$ cat config.mk
export PLATFORM = sky130hd
export DESIGN_NAME = sa_host_ctrl
export DESIGN_NICKNAME = d
export VERILOG_FILES = /design/src/rtl/sa_pkg.sv /design/src/rtl/sa_tgt_fifo.sv /design/src/rtl/sa_host_ctrl.sv
export SDC_FILE = /design/constraint.sdc
export NUM_CORES = 1
export LEC_CHECK = 0
export CORE_UTILIZATION = 55
export DETAILED_ROUTE_END_ITERATION = 8
export GPL_TIMING_DRIVEN = 0
export PLACE_DENSITY = 0.88
export SYNTH_ARGS = -nofsm -noshare
export SYNTH_HDL_FRONTEND = slang
export SYNTH_SLANG_ARGS = --single-unit
$ cat constraint.sdc
create_clock -name clk -period 5.4 [get_ports clk]
set_clock_uncertainty 0.2 [all_clocks]
set_input_delay 0.54 -clock clk [delete_from_list [all_inputs] [get_ports clk]]
set_output_delay 0.54 -clock clk [all_outputs]
set_load 0.02 [all_outputs]
$ cat src/rtl/sa_pkg.sv
`timescale 1ns/1ps
`default_nettype none
// ============================================================================
// Module   : sa_pkg
// Purpose  : Shared defaults, FSM state encoding and counter sizing helper
//            for the SA host controller and its target FIFO.
// Revision : 1.0  initial release
// ============================================================================
package sa_pkg;

    localparam int TW_DEF      = 10;
    localparam int XW_DEF      = 8;
    localparam int DEPTH_DEF   = 4;
    localparam int TIMEOUT_DEF = 1023;
    localparam int GAP_DEF     = 2;

    typedef enum logic [1:0] {
        ST_IDLE   = 2'd0,
        ST_LAUNCH = 2'd1,
        ST_WAIT   = 2'd2,
        ST_DONE   = 2'd3
    } sa_state_t;

    // Width of a counter that must hold 0..max_val; never narrower than 1 bit.
    function automatic int cnt_width(input int max_val);
        int w;
        w = $clog2(max_val + 1);
        return (w < 1) ? 1 : w;
    endfunction

endpackage : sa_pkg
`default_nettype wire

$ cat src/rtl/sa_tgt_fifo.sv
`timescale 1ns/1ps
`default_nettype none
// ============================================================================
// Module   : sa_tgt_fifo
// Purpose  : DEPTH x TW synchronous target FIFO. Pointers carry an extra
//            wrap bit; full/empty are registered so the upstream ready has
//            no combinational path from the pop side.
// Revision : 1.0  initial release
// ============================================================================
module sa_tgt_fifo #(
    parameter int TW    = 10,
    parameter int DEPTH = 4
) (
    input  logic          clk,
    input  logic          reset,
    input  logic          push,
    input  logic [TW-1:0] push_data,
    input  logic          pop,
    output logic [TW-1:0] head,
    output logic          full,
    output logic          empty
);
    localparam int AW = $clog2(DEPTH);

    logic [TW-1:0] r_mem [DEPTH];
    logic [AW:0]   r_wptr;
    logic [AW:0]   r_rptr;
    logic          r_full;
    logic          r_empty;
    logic [AW:0]   w_wptr_nxt;
    logic [AW:0]   w_rptr_nxt;
    logic          w_push;
    logic          w_pop;

    // Writes are refused when full and reads when empty, so the pointers
    // can never overrun each other regardless of the caller.
    assign w_push     = push & ~r_full;
    assign w_pop      = pop  & ~r_empty;
    assign w_wptr_nxt = r_wptr + (AW+1)'(w_push);
    assign w_rptr_nxt = r_rptr + (AW+1)'(w_pop);

    // Pointer and flag registers; flags are computed from next-state pointers.
    always_ff @(posedge clk) begin
        if (reset) begin
            r_wptr  <= '0;
            r_rptr  <= '0;
            r_full  <= 1'b0;
            r_empty <= 1'b1;
        end else begin
            r_wptr  <= w_wptr_nxt;
            r_rptr  <= w_rptr_nxt;
            r_full  <= ((w_wptr_nxt - w_rptr_nxt) == (AW+1)'(DEPTH));
            r_empty <= (w_wptr_nxt == w_rptr_nxt);
        end
    end

    // Storage array; contents need no reset since empty gates every read.
    always_ff @(posedge clk) begin
        if (w_push) begin
            r_mem[r_wptr[AW-1:0]] <= push_data;
        end
    end

    assign head  = r_mem[r_rptr[AW-1:0]];
    assign full  = r_full;
    assign empty = r_empty;

endmodule : sa_tgt_fifo
`default_nettype wire

$ cat src/rtl/sa_host_ctrl.sv
`timescale 1ns/1ps
`default_nettype none
// ============================================================================
// Module   : sa_host_ctrl
// Purpose  : Initiator side of the SA search handshake. Buffers targets,
//            launches one search per target, waits for done or timeout and
//            returns x, y and signed (y - target) on a result stream.
// Revision : 1.0  initial release
// ============================================================================
module sa_host_ctrl
    import sa_pkg::*;
#(
    parameter int TW      = TW_DEF,
    parameter int XW      = XW_DEF,
    parameter int DEPTH   = DEPTH_DEF,
    parameter int TIMEOUT = TIMEOUT_DEF,
    parameter int GAP     = GAP_DEF
) (
    input  logic          clk,
    input  logic          reset,
    input  logic          tgt_valid,
    input  logic [TW-1:0] tgt_data,
    output logic          tgt_ready,
    output logic          sa_start,
    output logic [TW-1:0] sa_target,
    input  logic          sa_done,
    input  logic [XW-1:0] sa_x,
    input  logic [TW-1:0] sa_y,
    output logic          res_valid,
    input  logic          res_ready,
    output logic [XW-1:0] res_x,
    output logic [TW-1:0] res_y,
    output logic [TW:0]   res_diff,
    output logic          res_tmo,
    output logic          busy
);
    localparam int CW = cnt_width(TIMEOUT);
    localparam int GW = cnt_width(GAP);

    typedef struct packed {
        logic [XW-1:0] x;
        logic [TW-1:0] y;
        logic [TW:0]   diff;
        logic          tmo;
    } result_t;

    sa_state_t     r_state;
    sa_state_t     w_state_nxt;
    logic [TW-1:0] r_target;
    logic [CW-1:0] r_tcnt;
    logic [GW-1:0] r_gap;
    result_t       r_res;

    logic          w_fifo_full;
    logic          w_fifo_empty;
    logic [TW-1:0] w_head;
    logic          w_pop;
    logic          w_tmo_hit;
    logic          w_cap_done;
    logic          w_cap_tmo;
    logic          w_res_accept;
    logic [TW:0]   w_diff;

    sa_tgt_fifo #(
        .TW    (TW),
        .DEPTH (DEPTH)
    ) u_fifo (
        .clk       (clk),
        .reset     (reset),
        .push      (tgt_valid),
        .push_data (tgt_data),
        .pop       (w_pop),
        .head      (w_head),
        .full      (w_fifo_full),
        .empty     (w_fifo_empty)
    );

    // Last WAIT cycle: r_tcnt counts completed WAIT cycles from zero.
    assign w_tmo_hit = (r_tcnt == CW'(TIMEOUT - 1));

    // Zero-extend both operands so the TW+1 bit result is signed y - target.
    assign w_diff = {1'b0, sa_y} - {1'b0, r_target};

    // Next-state and handshake decode; sa_done wins over a same-cycle timeout.
    always_comb begin
        w_state_nxt  = r_state;
        w_pop        = 1'b0;
        w_cap_done   = 1'b0;
        w_cap_tmo    = 1'b0;
        w_res_accept = 1'b0;
        case (r_state)
            ST_IDLE: begin
                if (!w_fifo_empty && (r_gap == '0)) begin
                    w_state_nxt = ST_LAUNCH;
                    w_pop       = 1'b1;
                end
            end
            ST_LAUNCH: begin
                w_state_nxt = ST_WAIT;
            end
            ST_WAIT: begin
                if (sa_done) begin
                    w_state_nxt = ST_DONE;
                    w_cap_done  = 1'b1;
                end else if (w_tmo_hit) begin
                    w_state_nxt = ST_DONE;
                    w_cap_tmo   = 1'b1;
                end
            end
            ST_DONE: begin
                if (res_ready) begin
                    w_state_nxt  = ST_IDLE;
                    w_res_accept = 1'b1;
                end
            end
            default: begin
                w_state_nxt = ST_IDLE;
            end
        endcase
    end

    // State register.
    always_ff @(posedge clk) begin
        if (reset) begin
            r_state <= ST_IDLE;
        end else begin
            r_state <= w_state_nxt;
        end
    end

    // Target is latched only when a FIFO entry is popped for a new search.
    always_ff @(posedge clk) begin
        if (reset) begin
            r_target <= '0;
        end else if (w_pop) begin
            r_target <= w_head;
        end
    end

    // Timeout counter: cleared in LAUNCH, advances through WAIT.
    always_ff @(posedge clk) begin
        if (reset) begin
            r_tcnt <= '0;
        end else if (r_state == ST_LAUNCH) begin
            r_tcnt <= '0;
        end else if ((r_state == ST_WAIT) && !w_tmo_hit) begin
            r_tcnt <= r_tcnt + CW'(1);
        end
    end

    // Gap counter: loaded when a result is taken, drains only while IDLE.
    always_ff @(posedge clk) begin
        if (reset) begin
            r_gap <= '0;
        end else if (w_res_accept) begin
            r_gap <= GW'(GAP);
        end else if ((r_state == ST_IDLE) && (r_gap != '0)) begin
            r_gap <= r_gap - GW'(1);
        end
    end

    // Result register, written once per search and held through DONE.
    always_ff @(posedge clk) begin
        if (reset) begin
            r_res <= '0;
        end else if (w_cap_done) begin
            r_res.x    <= sa_x;
            r_res.y    <= sa_y;
            r_res.diff <= w_diff;
            r_res.tmo  <= 1'b0;
        end else if (w_cap_tmo) begin
            r_res.x    <= '0;
            r_res.y    <= '0;
            r_res.diff <= '0;
            r_res.tmo  <= 1'b1;
        end
    end

    assign tgt_ready = ~w_fifo_full;
    assign sa_start  = (r_state == ST_LAUNCH);
    assign sa_target = r_target;
    assign res_valid = (r_state == ST_DONE);
    assign res_x     = r_res.x;
    assign res_y     = r_res.y;
    assign res_diff  = r_res.diff;
    assign res_tmo   = r_res.tmo;
    assign busy      = (r_state != ST_IDLE);

endmodule : sa_host_ctrl
`default_nettype wire

==> metrics.log <==
INFO  metric cts.repair_timing.setup_buffer_count = 0
INFO  metric worstSetupStartpointType = flip-flop
INFO  metric synth_enable_flop_cells = 40
INFO  metric routed_wire_length_per_instance = between 15 and 20 um
INFO  metric place_hpwl = ~6.3 mm
INFO  metric area_delta_synth_final = 25.5%
INFO  metric drt_iter0_drc = 88
INFO  metric core_box_area = 7370 sq um
INFO  metric final_common_cell = clkdlybuf4s50_1
INFO  metric count_of_cells_along_the_worst_register_to_register_path = 12
INFO  metric viasPerCell = 5.34
INFO  metric totalWireLength = roughly 8.4 mm
INFO  metric peak_supply_drop = 263 uV
INFO  metric area_of_the_mapped_netlist = 4280 sq um
INFO  metric r2r-start = r_state[0]$_SDFFE_PP0P_
INFO  metric power.total = 2.19 mW
INFO  metric groute.layer.met2.usage = 39.9%
INFO  metric rsz0062_at_grt = no
INFO  metric clk-insertion-delay-late = about 0.38 ns
INFO  metric post_route_cells_drive_above_1_share = 8.75%
INFO  metric drt.antenna.violating_nets = 0
INFO  metric finalWeightedCongestion = 0.867
INFO  metric cts_num_sinks = 102
INFO  metric boundaryPins = 77
INFO  metric ys_ff_latch = 102
INFO  metric power.density_cell_area = 408 nW/um^2
INFO  metric postSynth.asyncResetShare = 0%
INFO  metric crit_type = flip-flop to flip-flop
INFO  metric clkSlewWorstSetupHoldPaths = 0.11 ns
INFO  metric final_hold_slack = 0.267 ns
INFO  metric slew_of_the_pin_with_the_lowest_slew_margin = around 0.87 ns
INFO  metric fin_ws = 2.69 ns
INFO  metric drtPass1Iterations = 4
INFO  metric synth_top_area_cell = dfxtp_1
INFO  metric ctsHoldBuffers = 0
INFO  metric grt_start_max_net_pins = 23
INFO  metric crit_share_post_route = 50.2%
INFO  metric timing.critical_path.slowest_stage_cell = dfxtp_1
INFO  metric preCtsSetupSlack = 2.55 ns
INFO  metric gr-total-overflow = 0
INFO  metric min_cycle_time_layout = 2.71 ns
INFO  metric port-buffer-count = between 70 and 80
INFO  metric final_design_area_no_fill = 5370 sq um
INFO  metric synth_top_cells_by_area = dfxtp_1 (29%), edfxtp_1 (28%), ha_1 (7.0%)
INFO  metric fin_cells = ~560
INFO  metric grtUsageMet3 = 5.92%
INFO  metric synth_largest_type_area_fraction = 29.0%
INFO  metric max_freq = 369 MHz
INFO  metric number_of_cells_after_detailed_placement = 540
INFO  metric critical_path.max_fanout = 10
INFO  metric critical_path.top_delay_family = simple AND/OR/NAND/NOR gates
INFO  metric grt_first_pass_wirelength = 14.2 mm
INFO  metric post-route-util = between 70% and 80%
INFO  metric arrival_time_of_data_at_the_critical_path_endpoint = 2.79 ns
INFO  metric route.vias.total = 2970
INFO  metric slowest_delay = 0.36 ns
INFO  metric timing.max_cap.violations = 0
INFO  metric nets = 510
INFO  metric holdPathStages = 2
INFO  metric antenna_found_initial = 0
INFO  metric grt_pass1_vias = 3121
INFO  metric dpl-instance-area = 5160 sq um
INFO  metric die-height = 90.2 um
INFO  metric synthDistinctLibCells = 46
INFO  metric reg2reg_to = u_fifo.full$_SDFF_PP0_
INFO  metric net_count_after_synthesis = roughly 420
INFO  metric std_cell_rows = 31
INFO  metric report.final.setup_viol = 0
INFO  metric ys.warnings.count = 0
INFO  metric tns = 0 ns
INFO  metric critical_path_cell_sequence = inv_1 -> ha_1 -> inv_1 -> or3_1 -> inv_1 -> buf_2 -> ha_1 -> ha_1 -> xnor2_1 -> xnor2_1 -> xnor2_1 -> nor3_1
INFO  metric outcome = finished clean
INFO  metric start_util = 58.1%
INFO  metric cts_inserted_buffers = 9
INFO  metric global_route.usage.met1 = 25.1%
INFO  metric crit_required = around 5.5 ns
INFO  metric clockRootBuffer = clkbuf_8
INFO  metric dieArea = 8140 sq um
INFO  metric drc = 0
INFO  metric most-common-layout-cells = clkdlybuf4s50_1 (75), dfxtp_1 (62), nand2_1 (43)
INFO  metric clock_tree.buffer_depth = 2
INFO  metric synthesis.instances = 366
INFO  metric global_route.peak_usage_layer = met2
INFO  metric synth-main-ff-cell = dfxtp_1
INFO  metric ff2ff_setup_slack = between 2 and 3 ns
INFO  metric post_cts_resized = 0
INFO  metric worst_path_buf_inv = 4
INFO  metric diodes = 0
INFO  metric hold_class = flip-flop to flip-flop
INFO  metric avgSynthCellArea = ~12 sq um
INFO  metric worst_hold_startpoint = res_diff[5]$_SDFFE_PP0P_
INFO  metric timing.max_slew.rel_slack = between 40% and 50%
INFO  metric yosysSeqAreaShare = 57.0%
INFO  metric min_to = res_diff[5]$_SDFFE_PP0P_
INFO  metric leakagePower = 1.95 nW
INFO  metric timing_max_transition_violations_final = 0
INFO  metric die_w = approximately 90 um
INFO  metric clock_tree_from_tritoncts = built
INFO  metric timing.critical_path.to_type = flip-flop
INFO  metric cts_h_tree_depth = 3
INFO  metric finalHoldViolations = 0
INFO  metric grt_use_total = between 20 and 25%
-- logic make-up after synthesis --
logic type / Yosys count / synth area share [%]
AOI/OAI and AO/OA: 73 / 12.0
and+or+nand+nor: 100 / 11.1
buffers and inverters: 39 / 3.57
adders and majority gates: 25 / 7.48
DFF: 102 / 57.0
xor gates and xnor gates: 16 / 3.27
muxes: 11 / 5.49
-- tightest hold or removal path: stages (launching register included) --
cell and delay [ns]:
dfxtp_1 0.34, nand2_1 0.05, o21ai_0 0.05
-- how the worst max path moves through the flow --
stage	startpoint	cells after the start	end	slack (ns)
3_3_place_gp	tgt_valid	3	u_fifo.r_mem[0][2]$_DFFE_PP_	2.27
5_1_grt	r_state[1]$_SDFFE_PP0P_	12	u_fifo.full$_SDFF_PP0_	2.43
3_5_place_dp	sa_y[0]	10	res_diff[8]$_SDFFE_PP0P_	2.55
6_report	r_state[0]$_SDFFE_PP0P_	12	u_fifo.full$_SDFF_PP0_	2.69
4_1_cts	r_state[0]$_SDFFE_PP0P_	12	u_fifo.full$_SDFF_PP0_	2.69
2_1_floorplan	r_state[0]$_SDFFE_PP0P_	13	u_fifo.full$_SDFF_PP0_	2.98
-- where the power goes --
group,total (mW),internal (mW),switching [mW]
sequential,0.959,0.898,0.0602
combinational,0.737,0.343,0.393
clock,0.497,0.192,0.305
-- final cells by class --
cell class                      count  area (sq um)
Tap cell                           99           124
Sequential cell                   102          2440
Clock buffer                        9           124
Buffer                             16          66.3
Timing Repair Buffer               75           751
Multi-Input combinational cell    225          1690
Inverter                           23          86.3
Fill cell                         491          2000
Clock inverter                      7          86.3
-- metal layers --
| layer | up-vias | share of wire (%) |
|---|---|---|
| li1 | 1492 | - |
| met1 | 1381 | 42 |
| met2 | 78 | 51 |
| met3 | 19 | 4.8 |
| met4 | 0 | 2.2 |
| met5 | - | 0 |
-- registers in the layout, indices dropped and copies added, names as in the netlist --
register / flops
u_fifo.r_mem: 40
res_diff: 11
r_tcnt: 10
res_y: 10
sa_target: 10
res_x: 8
u_fifo.r_rptr: 3
u_fifo.r_wptr: 3
r_gap: 2
r_state: 2
res_tmo: 1
u_fifo.empty: 1
u_fifo.full: 1
-- synthesized netlist by cell type, types with 4 or more instances --
| cell type | number |
|---|---|
| nand4_1 | 4 |
| a21oi_1 | 21 |
| clkbuf_1 | 10 |
| nand2b_1 | 4 |
| nor2_1 | 18 |
| nand3_1 | 6 |
| nor2b_1 | 5 |
| ha_1 | 24 |
| nand2_1 | 43 |
| edfxtp_1 | 40 |
| xor2_1 | 6 |
| a22o_1 | 18 |
| mux4_2 | 10 |
| inv_1 | 23 |
| xnor2_1 | 10 |
| or3_1 | 5 |
| buf_2 | 5 |
| o21ai_0 | 14 |
| dfxtp_1 | 62 |
Note: power is estimated with default switching activity, not from simulation.
